<file path="src/rtl/pipe_hazard_ctrl_pkg.sv">
// Shared types and default parameter values for the pipeline hazard controller.
// Consumers: pipe_hazard_ctrl (top) and mc_timer.
package pipe_hazard_ctrl_pkg;

  typedef enum logic [1:0] {
    IDLE = 2'd0,
    BUSY = 2'd1,
    DONE = 2'd2
  } mc_state_t;

  localparam int DEF_STAGES      = 5;
  localparam int DEF_EX_STAGE    = 2;
  localparam int DEF_FLUSH_STAGE = 1;
  localparam int DEF_MC_W        = 6;

endpackage

</file>
<file path="src/rtl/pipe_hazard_ctrl_mc_timer.sv">
// Multi-cycle op timer: holds the EX stage for mc_len cycles, then pulses done.
//   state | meaning
//   IDLE  | no op in flight; a non-zero mc_len with mc_start requests a stall now
//   BUSY  | op still occupying EX; cnt counts the remaining stall cycles
//   DONE  | release cycle; done pulses, no request, mc_start ignored
module mc_timer
  import pipe_hazard_ctrl_pkg::*;
#(
  parameter int MC_W = DEF_MC_W
) (
  input  logic            clk,
  input  logic            rst,
  input  logic            mc_start,
  input  logic [MC_W-1:0] mc_len,
  output logic            ex_req,
  output logic            busy,
  output logic            done
);

  mc_state_t       state;
  logic [MC_W-1:0] cnt;

  // The first stall cycle is the IDLE cycle that sees mc_start, so the
  // request there must be combinational.
  assign ex_req = ((state == IDLE) && mc_start && (mc_len != '0)) || (state == BUSY);

  always_ff @(posedge clk or negedge rst) begin
    if (!rst) begin
      state <= IDLE;
      cnt   <= '0;
      busy  <= 1'b0;
      done  <= 1'b0;
    end else begin
      busy <= 1'b0;
      done <= 1'b0;
      case (state)
        IDLE: begin
          if (mc_start && (mc_len != '0)) begin
            if (mc_len > MC_W'(1)) begin
              state <= BUSY;
              cnt   <= mc_len - MC_W'(1);
              busy  <= 1'b1;
            end else begin
              state <= DONE;
              done  <= 1'b1;
            end
          end
        end
        BUSY: begin
          if (cnt == MC_W'(1)) begin
            state <= DONE;
            cnt   <= '0;
            done  <= 1'b1;
          end else begin
            cnt  <= cnt - MC_W'(1);
            busy <= 1'b1;
          end
        end
        DONE: begin
          state <= IDLE;
        end
        default: begin
          state <= IDLE;
          cnt   <= '0;
        end
      endcase
    end
  end

endmodule

</file>
<file path="src/rtl/pipe_hazard_ctrl.sv">
// Pipeline stall/bubble/flush controller with a multi-cycle EX timer.
// Optional stall-cycle performance counter enabled by `define PIPE_PERF_CNT_EN.
module pipe_hazard_ctrl
  import pipe_hazard_ctrl_pkg::*;
#(
  parameter int STAGES      = DEF_STAGES,
  parameter int EX_STAGE    = DEF_EX_STAGE,
  parameter int FLUSH_STAGE = DEF_FLUSH_STAGE,
  parameter int MC_W        = DEF_MC_W
) (
  input  logic              clk,
  input  logic              rst,
  input  logic [STAGES-1:0] stall_req,
  input  logic              mc_start,
  input  logic [MC_W-1:0]   mc_len,
  input  logic              flush_req,
  input  logic              cnt_clr,
`ifdef PIPE_PERF_CNT_EN
  output logic [31:0]       stall_cnt,
`endif
  output logic [STAGES-1:0] stall,
  output logic [STAGES-1:0] bubble,
  output logic              mc_busy,
  output logic              mc_done
);

  logic              ex_req;
  logic              flush_pend;
  logic              flush_act;
  logic              flush_blocked;
  logic              flush_apply;
  logic              acc;
  logic [STAGES-1:0] ex_vec;
  logic [STAGES-1:0] eff_req;
  logic [STAGES-1:0] sfx;
  logic [STAGES-1:0] bubble_raw;
  logic [STAGES-1:0] stall_c;
  logic [STAGES-1:0] bubble_c;

  mc_timer #(.MC_W(MC_W)) u_mc_timer (
    .clk      (clk),
    .rst      (rst),
    .mc_start (mc_start),
    .mc_len   (mc_len),
    .ex_req   (ex_req),
    .busy     (mc_busy),
    .done     (mc_done)
  );

  always_comb begin
    ex_vec           = '0;
    ex_vec[EX_STAGE] = ex_req;
  end

  assign eff_req = stall_req | ex_vec;

  // Stage k stalls iff some stage at or above k requests; the bubble lands
  // on the first stage above the highest requester.
  always_comb begin
    acc = 1'b0;
    sfx = '0;
    for (int k = STAGES - 1; k >= 0; k--) begin
      acc    = acc | eff_req[k];
      sfx[k] = acc;
    end
    bubble_raw = '0;
    for (int k = 1; k < STAGES; k++) begin
      bubble_raw[k] = sfx[k-1] & ~sfx[k];
    end
  end

  assign flush_act     = flush_req | flush_pend;
  assign flush_blocked = sfx[FLUSH_STAGE];
  assign flush_apply   = flush_act & ~flush_blocked;

  // An applied flush leaves nothing stalled: stages >= FLUSH_STAGE have no
  // request by definition, and the younger ones are being squashed.
  always_comb begin
    stall_c  = sfx;
    bubble_c = bubble_raw;
    if (flush_apply) begin
      stall_c               = '0;
      bubble_c              = '0;
      bubble_c[FLUSH_STAGE] = 1'b1;
    end
  end

  assign stall  = rst ? stall_c  : '0;
  assign bubble = rst ? bubble_c : '0;

  always_ff @(posedge clk or negedge rst) begin
    if (!rst) begin
      flush_pend <= 1'b0;
    end else begin
      flush_pend <= flush_act & flush_blocked;
    end
  end

`ifdef PIPE_PERF_CNT_EN
  logic [31:0] stall_cnt_q;

  always_ff @(posedge clk or negedge rst) begin
    if (!rst) begin
      stall_cnt_q <= '0;
    end else if (cnt_clr) begin
      stall_cnt_q <= '0;
    end else if (stall[0] && (stall_cnt_q != 32'hFFFF_FFFF)) begin
      stall_cnt_q <= stall_cnt_q + 32'd1;
    end
  end

  assign stall_cnt = stall_cnt_q;
`else
  logic unused_cnt_clr;
  assign unused_cnt_clr = cnt_clr;
`endif

endmodule

</file>
<file path="config.mk">
export PLATFORM = sky130hd
export DESIGN_NAME = pipe_hazard_ctrl
export DESIGN_NICKNAME = d
export VERILOG_FILES = /design/src/rtl/pipe_hazard_ctrl_pkg.sv /design/src/rtl/pipe_hazard_ctrl_mc_timer.sv /design/src/rtl/pipe_hazard_ctrl.sv
export SDC_FILE = /design/constraint.sdc
export NUM_CORES = 1
export LEC_CHECK = 0
export CAP_MARGIN = 20
export CORE_MARGIN = 2
export CORE_UTILIZATION = 47
export CTS_BUF_LIST = sky130_fd_sc_hd__clkbuf_4
export CTS_CLUSTER_DIAMETER = 30
export DETAILED_ROUTE_END_ITERATION = 8
export PLACE_DENSITY = 0.77
export SLEW_MARGIN = 20
export SYNTH_ARGS = -nofsm -noshare
export SYNTH_HDL_FRONTEND = slang
export SYNTH_SLANG_ARGS = --single-unit
</file>
<file path="constraint.sdc">
create_clock -name clk -period 2.8 [get_ports clk]
set_input_delay 0.56 -clock clk [delete_from_list [all_inputs] [get_ports clk]]
set_output_delay 0.56 -clock clk [all_outputs]
set_load 0.01 [all_outputs]
</file>
### After elaboration in Yosys (flattened, before gate mapping)

Index checks and enable logic that the tools add are counted.

| operators by class | value |
|---|---|
| bitwise logic cells | 17 |
| magnitude comparators | 1 |
| reduce and logical (&&, ||, !) cells | 8 |
| mux-type cells | 20 |
| add/subtract/negate cells | 2 |
| eq/ne operators | 6 |

Operators by type and width:

| cell | count |
|---|---|
| two-way mux 5 bit | 4 |
| two-way mux 6 bit | 3 |
| case mux 6 bit (3 select lines) | 1 |
| subtractor 6 x 1 -> 6 bit, second input constant | 2 |
| AND 1 bit | 6 |
| == test 6 x 1 -> 1 bit, second input constant | 1 |
| > comparator 6 x 1 -> 1 bit, second input constant | 1 |
| two-way mux 1 bit | 6 |
| two-way mux 2 bit | 3 |
| != test 2 bit, second input constant | 3 |
| nonzero test 6 bit | 1 |
| NOT 1 bit | 5 |
| OR 1 bit | 5 |
| OR 5 x 3 -> 5 bit | 1 |
| case mux 1 bit (2 select lines) | 2 |
| case mux 2 bit (2 select lines) | 1 |
| logical AND 1 bit | 3 |
| AND reduction 3 bit | 1 |
| == test 2 x 1 -> 1 bit, second input constant | 1 |
| == test 2 bit, second input constant | 1 |
| zero test 2 bit | 1 |
| AND reduction 2 bit | 1 |
| logical OR 1 bit | 1 |

| storage, ports and cells | value |
|---|---|
| register bits after elaboration | 11 |
| output and inout bits | 12 |
| input bits | 16 |

### Depth between registers and ports, before layout

Gate-level depths: netlist of run 1.

| depth | value |
|---|---|
| depth after elaboration | 12 |
| gate-level depth with buffers | 6 |
| depth with buffers taken out | 6 |

### Cells and area by module

A second synthesis of run 1 with hierarchy kept.

| second synthesis, totals | value |
|---|---|
| cells, all modules | 98 |
| area, all modules | 867.1 µm² |

By module, submodules not included:

| module | times used | area an instance (µm²) | cells each | sequential area each (µm²) |
|---|---|---|---|---|
| mc_timer | 1 | 719.4 | 77 | 250.2 |
| pipe_hazard_ctrl | 1 | 147.6 | 21 | 25.0 |

### Least setup slack after synthesis of run 1

Ideal clock, no wire load.

| path | value |
|---|---|
| kind | input-to-output |
| start point | in mc_len[2] |
| end point | out bubble[1] |
| data arrival time | 1.932 ns |
| required time | 2.240 ns |
| stages | 4 |
| path slack | 0.308 ns |
| cell sequence | or4_4 -> o32a_4 -> nor4_4 -> o311a_1 |

| between the ends | value |
|---|---|
| cells in the longest elaborated chain, start to end | 10 |
| elaborated cells between the ends (all ways) | 12 |
| those cells by class | mux: 2; bitwise: 7; reduce/logical: 3 |

RTL lines:

| element | RTL line | text |
|---|---|---|
| start, declared | pipe_hazard_ctrl.sv:15 | `input logic [MC_W-1:0] mc_len,` |
| nonzero test 6 bit (*) | pipe_hazard_ctrl_mc_timer.sv:25 | `assign ex_req = ((state == IDLE) && mc_start && (mc_len != '0)) \|\| (state == BUSY);` |
| logical AND 1 bit (*) | pipe_hazard_ctrl_mc_timer.sv:25 |  |
| logical OR 1 bit (*) | pipe_hazard_ctrl_mc_timer.sv:25 |  |
| OR 5 x 3 -> 5 bit (*) | pipe_hazard_ctrl.sv:55 | `assign eff_req = stall_req \| ex_vec;` |
| OR 1 bit (*) (2 in series) | pipe_hazard_ctrl.sv:63 | `acc = acc \| eff_req[k];` |
| OR 1 bit or NOT 1 bit (tied branches) | pipe_hazard_ctrl.sv:63, pipe_hazard_ctrl.sv:68, pipe_hazard_ctrl.sv:74 |  |
| AND 1 bit (on tied branches) | pipe_hazard_ctrl.sv:68, pipe_hazard_ctrl.sv:74 |  |
| two-way mux 5 bit (*) | pipe_hazard_ctrl.sv:81 | `if (flush_apply) begin` |
| two-way mux 5 bit (*) | pipe_hazard_ctrl.sv:89 | `assign bubble = rst ? bubble_c : '0;` |
| end, declared | pipe_hazard_ctrl.sv:22 | `output logic [STAGES-1:0] bubble,` |

Every way passes the cells marked *; elsewhere a longest branch is shown, timed or not.

### Worst setup path after layout of run 1

| path | value |
|---|---|
| start point | in mc_len[3] |
| end point | out stall[0] |

| between the ends | value |
|---|---|
| cells in the longest elaborated chain, start to end | 10 |
| elaborated cells between the ends (all ways) | 11 |
| those cells by class | mux: 2; bitwise: 6; reduce/logical: 3 |

RTL lines:

| element | RTL line | text |
|---|---|---|
| nonzero test 6 bit (*) | pipe_hazard_ctrl_mc_timer.sv:25 |  |
| logical AND 1 bit (*) | pipe_hazard_ctrl_mc_timer.sv:25 |  |
| logical OR 1 bit (*) | pipe_hazard_ctrl_mc_timer.sv:25 |  |
| OR 5 x 3 -> 5 bit (*) | pipe_hazard_ctrl.sv:55 |  |
| OR 1 bit (*) (2 in series) | pipe_hazard_ctrl.sv:63 |  |
| NOT 1 bit | pipe_hazard_ctrl.sv:74 | `assign flush_apply = flush_act & ~flush_blocked;` |
| AND 1 bit | pipe_hazard_ctrl.sv:74 |  |
| two-way mux 5 bit (*) | pipe_hazard_ctrl.sv:81 |  |
| two-way mux 5 bit (*) | pipe_hazard_ctrl.sv:88 | `assign stall = rst ? stall_c : '0;` |
| end, declared | pipe_hazard_ctrl.sv:21 | `output logic [STAGES-1:0] stall,` |

Marks and branches as above.

==> out/qor.yml, run 1 <==
floorplanning:
  die_y_um: 46.77
  rows: 15
  io_pins: 28
  dieWidth_um: 46.77
  core-area_mm2: 0.001727
  initial_utilization_pct: 49.78
  die_area_mm2: 0.002187
timing:
  tns_ps: 0
  post-route-period-util_pct: 98.86
  worst_pin_slew_ps: 549.7
  rsz0062_at_grt: "no"
  finalHoldViolations: 0
  max_clock_freq_mhz: 361.3
  maxSlewHeadroom_pct: 63.04
  skew_ps: 11.90
  slew_viol_final: 0
  layout_min_cycle_time_ps: 2768
  finalSetupViolations: 0
  timing.final.ws_setup_ps: 32.06
yosys:
  synth_flop_cell: "dfrtp_1"
  synth_top_family_by_area: "simple AND/OR/NAND/NOR gates"
  synth_fa_ha_area_share_pct: 5.822
  synth_area_um2: 859.6
  synthSimpleGateAreaFrac_pct: 25.62
  async_flop_share_pct: 100.0
  synthCells: 96
  synth-compound-area-share_pct: 20.38
  synth_area_leaders: "dfrtp_1 (32%), ha_1 (5.8%), mux2i_1 (4.7%), nor2_1 (3.9%), nor2b_1 (3.6%)"
  synth_warnings: 0
  yosysTopAreaCell: "dfrtp_1"
  yosys.area_share.xor_xnor_pct: 4.076
  syn_area_per_cell_um2: 8.954
  synth_cell_types: 40
  synth_edf_count: 0
  ys_ff_latch: 11
  synth_top_area_share_pct: 32.02
  syn_nets: 116
  yosysSeqAreaShare_pct: 32.02
  synthMuxAreaShare_pct: 5.968
route:
  post_drt_via_cell_ratio: 5.383
  drt_first_iter_violations: 22
  ant_nets: 0
  dr.pass1.iters: 4
  wirelength_um: 2174
  post_drt_wl_per_cell_um: 13.42
  drc: 0
  vias: 872
worst_setup_path:
  path_buf_inv: 3
  cp-start-kind: "primary input"
  crit_chain: "clkdlybuf4s15_1 > or4_4 > o32a_4 > nor4_4 > buf_4 > a21boi_1 > buf_2"
  ff2ff_setup_slack_ps: 770
  reg2reg_to: "u_mc_timer.cnt[3]$_DFFE_PN0P_"
  reg2reg_from: "u_mc_timer.cnt[1]$_DFFE_PN0P_"
  r2r_cells: 6
  critical_path.top_delay_family: "simple AND/OR/NAND/NOR gates"
  critical_path_required_ps: 2240
  path_class: "primary input to primary output"
  arrival_ps: 2210
  crit_slowest_cell: "or4_4"
  critical_path.max_stage_delay_ps: 540
  setup.worst_path.end_class: "primary output"
  crit_fanout: 3
global_routing:
  grt_pass1_vias: 841
  grt_remaining_overflow: 0
  grt_antenna_before_repair: 0
  grt_max_degree: 16
  grt_util_all_layers_pct: 22.66
  grt_pass1_wl_um: 3491
clock_tree:
  cts-root-buf: "clkbuf_4"
  numCtsBuffers: 3
  cts_tree: "done"
  h-tree-depth: 1
  cts.sinks: 11
  clockBufferDepth: 2
  clk_pin_slew_ps: 70
  clkLatencyLatePin_ps: 280
final_layout:
  n_antenna_cell: 0
  finalNetCount: 158
  layout-drive-gt1-share_pct: 21.90
  layout_commonest_cell: "buf_4"
  mostFrequentLayoutCells: "buf_4 (16), clkdlybuf4s50_1 (13), dfrtp_1 (11)"
  areaGrowthSynthToFinish_pct: 46.14
placed_design:
  gp_congestion: 0.8729
  dp_slack_ps: -608.5
  port_buffers: 25
  dpl.hpwl_um: 1736
worst_hold_path:
  min_from: "flush_pend$_DFF_PN0_"
  hp-class: "flip-flop to flip-flop"
  min_to: "flush_pend$_DFF_PN0_"
  worstHoldPathCells: 2
flow_run:
  maxCapViolations: 0
outcome:
  outcome: "finished, final reports clean"
pwr:
  total_power_uw: 841.4
  p_leak_nw: 0.5710
  peakVddDrop_uv: 519.0
  p_per_area_mw_per_mm2: 669.8
-- per-stage QoR --
step	utilization, %	hold slack, ps	instances	area, um2
3_3_place_gp	71.52	503.4	157	1235
3_5_place_dp	71.52	528.1	157	1235
6_report	72.75	532.5	162	1256
5_1_grt	72.75	568.6	162	1256
4_1_cts	72.75	542.3	162	1256
2_1_floorplan	-	264.4	96	859.6
-- timing repair --
action                     in CTS  in global routing
buffers inserted                1                  0
hold buffers                    0                  0
gates resized for setup        27                  0
setup endpoints to repair       6                  0
-- layer usage --
metal / global-route usage (%) / vias to the layer above / share of wire [%] / wire [um]
li1: - / 431 / - / -
met1: 27.85 / 402 / 41 / 900
met2: 40.55 / 32 / 51 / 1105
met3: 3.462 / 7 / 6.2 / 134
met4: 7.222 / 0 / 1.6 / 34
met5: 0 / - / 0 / 0
-- cell families (layout without fill, tap and decap cells) --
kind of cell | after synthesis | in the layout
and+or+nand+nor | 36 | 36
AOI/OAI and AO/OA | 23 | 23
buffers and inverters | 12 | 53
DFF | 11 | 11
muxes | 5 | 5
adders and majority gates | 4 | 4
xor gates and xnor gates | 4 | 4
other | 1 | 1
-- area by class of cell --
type	instances	area, um2
repair buffers	41	349.1
multi-input cells	73	543.0
fillers	144	470.5
flip-flops and latches	11	275.3
well taps	25	31.28
clock buffers	3	22.52
inverters	8	30.03
clock inverters	1	5.005
-- cells in the mapped netlist (3+ instances only) --
cell and n:
a21oi_1 3, clkbuf_1 3, dfrtp_1 11, ha_1 4, inv_1 8, mux2i_1 4
nand2_1 3, nand2b_1 3, nor2_1 9, nor2b_1 5, nor3_1 4, o22ai_1 4
o31ai_1 3
-- worst reg2reg max path, cell delays in order (launching register included) --
cell       delay (ps)
dfrtp_1           400
inv_1             100
ha_1              180
or3b_1            410
o31ai_1           490
a2bb2oi_1         240
o32ai_1            90
-- worst max path at each step --
| stage | from | end | slack (ps) | cells after the start |
|---|---|---|---|---|
| after floorplan | mc_len[2] | bubble[1] | 310 | 4 |
| after global placement | mc_len[2] | bubble[1] | -550 | 6 |
| after detailed placement | mc_len[2] | bubble[2] | -610 | 6 |
| after CTS | mc_len[3] | stall[0] | 30 | 7 |
| after global routing | mc_len[3] | stall[0] | 4 | 7 |
| final | mc_len[3] | stall[0] | 30 | 7 |
-- sequential cells by signal, indices dropped and copies added, names as in the netlist --
signal            cells
u_mc_timer.done       1
u_mc_timer.busy       1
u_mc_timer.state      2
flush_pend            1
u_mc_timer.cnt        6
-- report_power, final --
part	switching [mW]	internal, mW	total [mW]	leakage (nW)
Combinational	0.215	0.220	0.435	0.422
Clock	0.0607	0.0529	0.114	0.0177
Sequential	0.0698	0.223	0.293	0.132
Total	0.346	0.496	0.841	0.571
Power figures use the tool's default switching activity.
==> run 2, diff against run 1 <==
- CTS_CLUSTER_DIAMETER: 30 -> default
==> results of run 2 <==
Final layout, timing and power as in run 1 (identical DEF).
==> run 3, diff against run 2 <==
- CORE_UTILIZATION: 47 -> 45
- PLACE_DENSITY: 0.77 -> 0.74
==> out/qor.yml, run 3 (synthesis results as in run 1) <==
timing:
  finalHoldViolations: 0
  layout_min_cycle_time_ps: 2748
  skew_ps: 2.873
  post-route-period-util_pct: 98.16
  holdWs_ps: 528.7
  worst_pin_slew_ps: 661.5
  timing.final.ws_setup_ps: 51.63
  finalSetupViolations: 0
  maxSlewHeadroom_pct: 55.52
  max_clock_freq_mhz: 363.9
  slew_viol_final: 0
  rsz0062_at_grt: "no"
final_layout:
  largest_reg_flops: 6
  n_antenna_cell: 0
  layout_commonest_cell: "buf_4"
  layout-drive-gt1-share_pct: 29.86
  areaGrowthSynthToFinish_pct: 53.42
  regMostFlops: "u_mc_timer.cnt"
  reg.largest.list: "u_mc_timer.cnt x6, u_mc_timer.state x2"
  mostFrequentLayoutCells: "buf_4 (22), clkdlybuf4s50_1 (13), dfrtp_1 (11)"
  finalNetCount: 165
global_routing:
  grt_pass1_vias: 861
  grt_remaining_overflow: 0
  grt_antenna_before_repair: 0
  grt_pass1_wl_um: 3643
  grt_util_all_layers_pct: 24.03
  grt_max_degree: 16
pwr:
  clockPowerShare_pct: 14.1
  p_leak_nw: 0.6098
  peakVddDrop_uv: 612.8
  seqPwrFrac_pct: 34.1
  p_sw_uw: 348.0
  p_comb_share_pct: 51.8
  internal_power_uw: 516.6
  p_per_area_mw_per_mm2: 655.6
  switching_share_pct: 40.25
worst_setup_path:
  critical_path.max_stage_delay_ps: 530
  crit_chain: "buf_6 > or4_4 > o32a_4 > buf_4 > nor3_4 > nor2b_1 > dlygate4sd2_1"
  ff2ff_setup_slack_ps: 690
  crit_slowest_cell: "or4_4"
  path_class: "primary input to primary output"
  critical_path.top_delay_family: "simple AND/OR/NAND/NOR gates"
  crit_fanout: 2
  path_buf_inv: 3
  reg2reg_to: "u_mc_timer.cnt[3]$_DFFE_PN0P_"
  r2r_cells: 6
  reg2reg_from: "u_mc_timer.cnt[1]$_DFFE_PN0P_"
  critical_path_required_ps: 2240
  cp-start-kind: "primary input"
  arrival_ps: 2190
  setup.worst_path.end_class: "primary output"
floorplanning:
  die_y_um: 47.71
  core-area_mm2: 0.001764
  io_pins: 28
  initial_utilization_pct: 48.72
  die_area_mm2: 0.002276
  rows: 15
  dieWidth_um: 47.71
route:
  wirelength_um: 2230
  vias: 894
  dr.pass1.iters: 4
  post_drt_wl_per_cell_um: 13.20
  post_drt_via_cell_ratio: 5.290
  drt_first_iter_violations: 7
  ant_nets: 0
  drc: 0
outcome:
  outcome: "finished, final reports clean"
clock_tree:
  clockBufferDepth: 2
  clkLatencyLatePin_ps: 270
  numCtsBuffers: 3
  cts-root-buf: "clkbuf_4"
  cts_tree: "done"
  holdBufCountCts: 0
  clk_pin_slew_ps: 70
  h-tree-depth: 1
  cts.sinks: 11
placed_design:
  dp_slack_ps: -667.1
  gp_congestion: 0.8597
  port_buffers: 25
  dpl.hpwl_um: 1745
flow_run:
  maxCapViolations: 0
worst_hold_path:
  min_from: "flush_pend$_DFF_PN0_"
  worstHoldPathCells: 2
  min_to: "flush_pend$_DFF_PN0_"
  hp-class: "flip-flop to flip-flop"
==> run 3: through the flow <==
step / util [%] / std cells / area (um2) / total power [mW] / TNS (ps)
final: 74.75 / 169 / 1319 / 0.8646 / 0
after global routing: 74.75 / 169 / 1319 / 0.9345 / 0
after CTS: 74.18 / 168 / 1309 / 0.8630 / 0
after detailed placement: 70.43 / 158 / 1242 / 0.7323 / -3197
after global placement: 70.43 / 158 / 1242 / 0.7107 / -2793
after floorplan: - / 96 / 859.6 / 0.5802 / 0
==> run 3: power groups by stage <==
| stage | clock network, mW | logic, mW | registers, mW |
|---|---|---|---|
| 2_1_floorplan | 0 | 0.312 | 0.269 |
| 3_3_place_gp | 0 | 0.422 | 0.289 |
| 3_5_place_dp | 0 | 0.437 | 0.295 |
| 4_1_cts | 0.124 | 0.446 | 0.293 |
| 5_1_grt | 0.133 | 0.498 | 0.303 |
| 6_report | 0.122 | 0.448 | 0.295 |
==> run 3: layout make-up <==
cell class	count	area (um2)
multi-input cells	73	559.3
fillers	141	445.4
clock buffers	4	30.03
repair buffers	48	392.9
flip-flops and latches	11	275.3
well taps	25	31.28
inverters	8	30.03
==> run 3: worst max-delay path by stage <==
stage	end	slack (ps)	depth (start not counted)	startpoint
5_1_grt	bubble[1]	2	7	mc_len[3]
6_report	stall[2]	50	7	mc_len[5]
3_3_place_gp	bubble[1]	-550	6	mc_len[2]
4_1_cts	stall[0]	0.4	8	mc_len[2]
3_5_place_dp	bubble[2]	-670	6	mc_len[2]
2_1_floorplan	bubble[1]	310	4	mc_len[2]
==> run 3: layer usage <==
metal | vias to the layer above | global-route usage (%) | wire (um)
met3 | 6 | 7.925 | 171
li1 | 443 | - | -
met4 | 0 | 8.108 | 36
met5 | - | 0 | 0
met2 | 37 | 45.60 | 1205
met1 | 408 | 24.24 | 817
==> run 3: worst reg2reg max path, cell delays in order, from the launching register on <==
cell       delay (ps)
dfrtp_1           390
inv_1             100
ha_1              190
or3b_1            400
o31ai_1           570
a2bb2oi_1         230
o32ai_1            90
==> run 3: timing repair <==
action                     CTS  global route
gates resized for setup     38             3
pin swaps                    4             3
setup endpoints to repair    6             3
buffers inserted             6             1
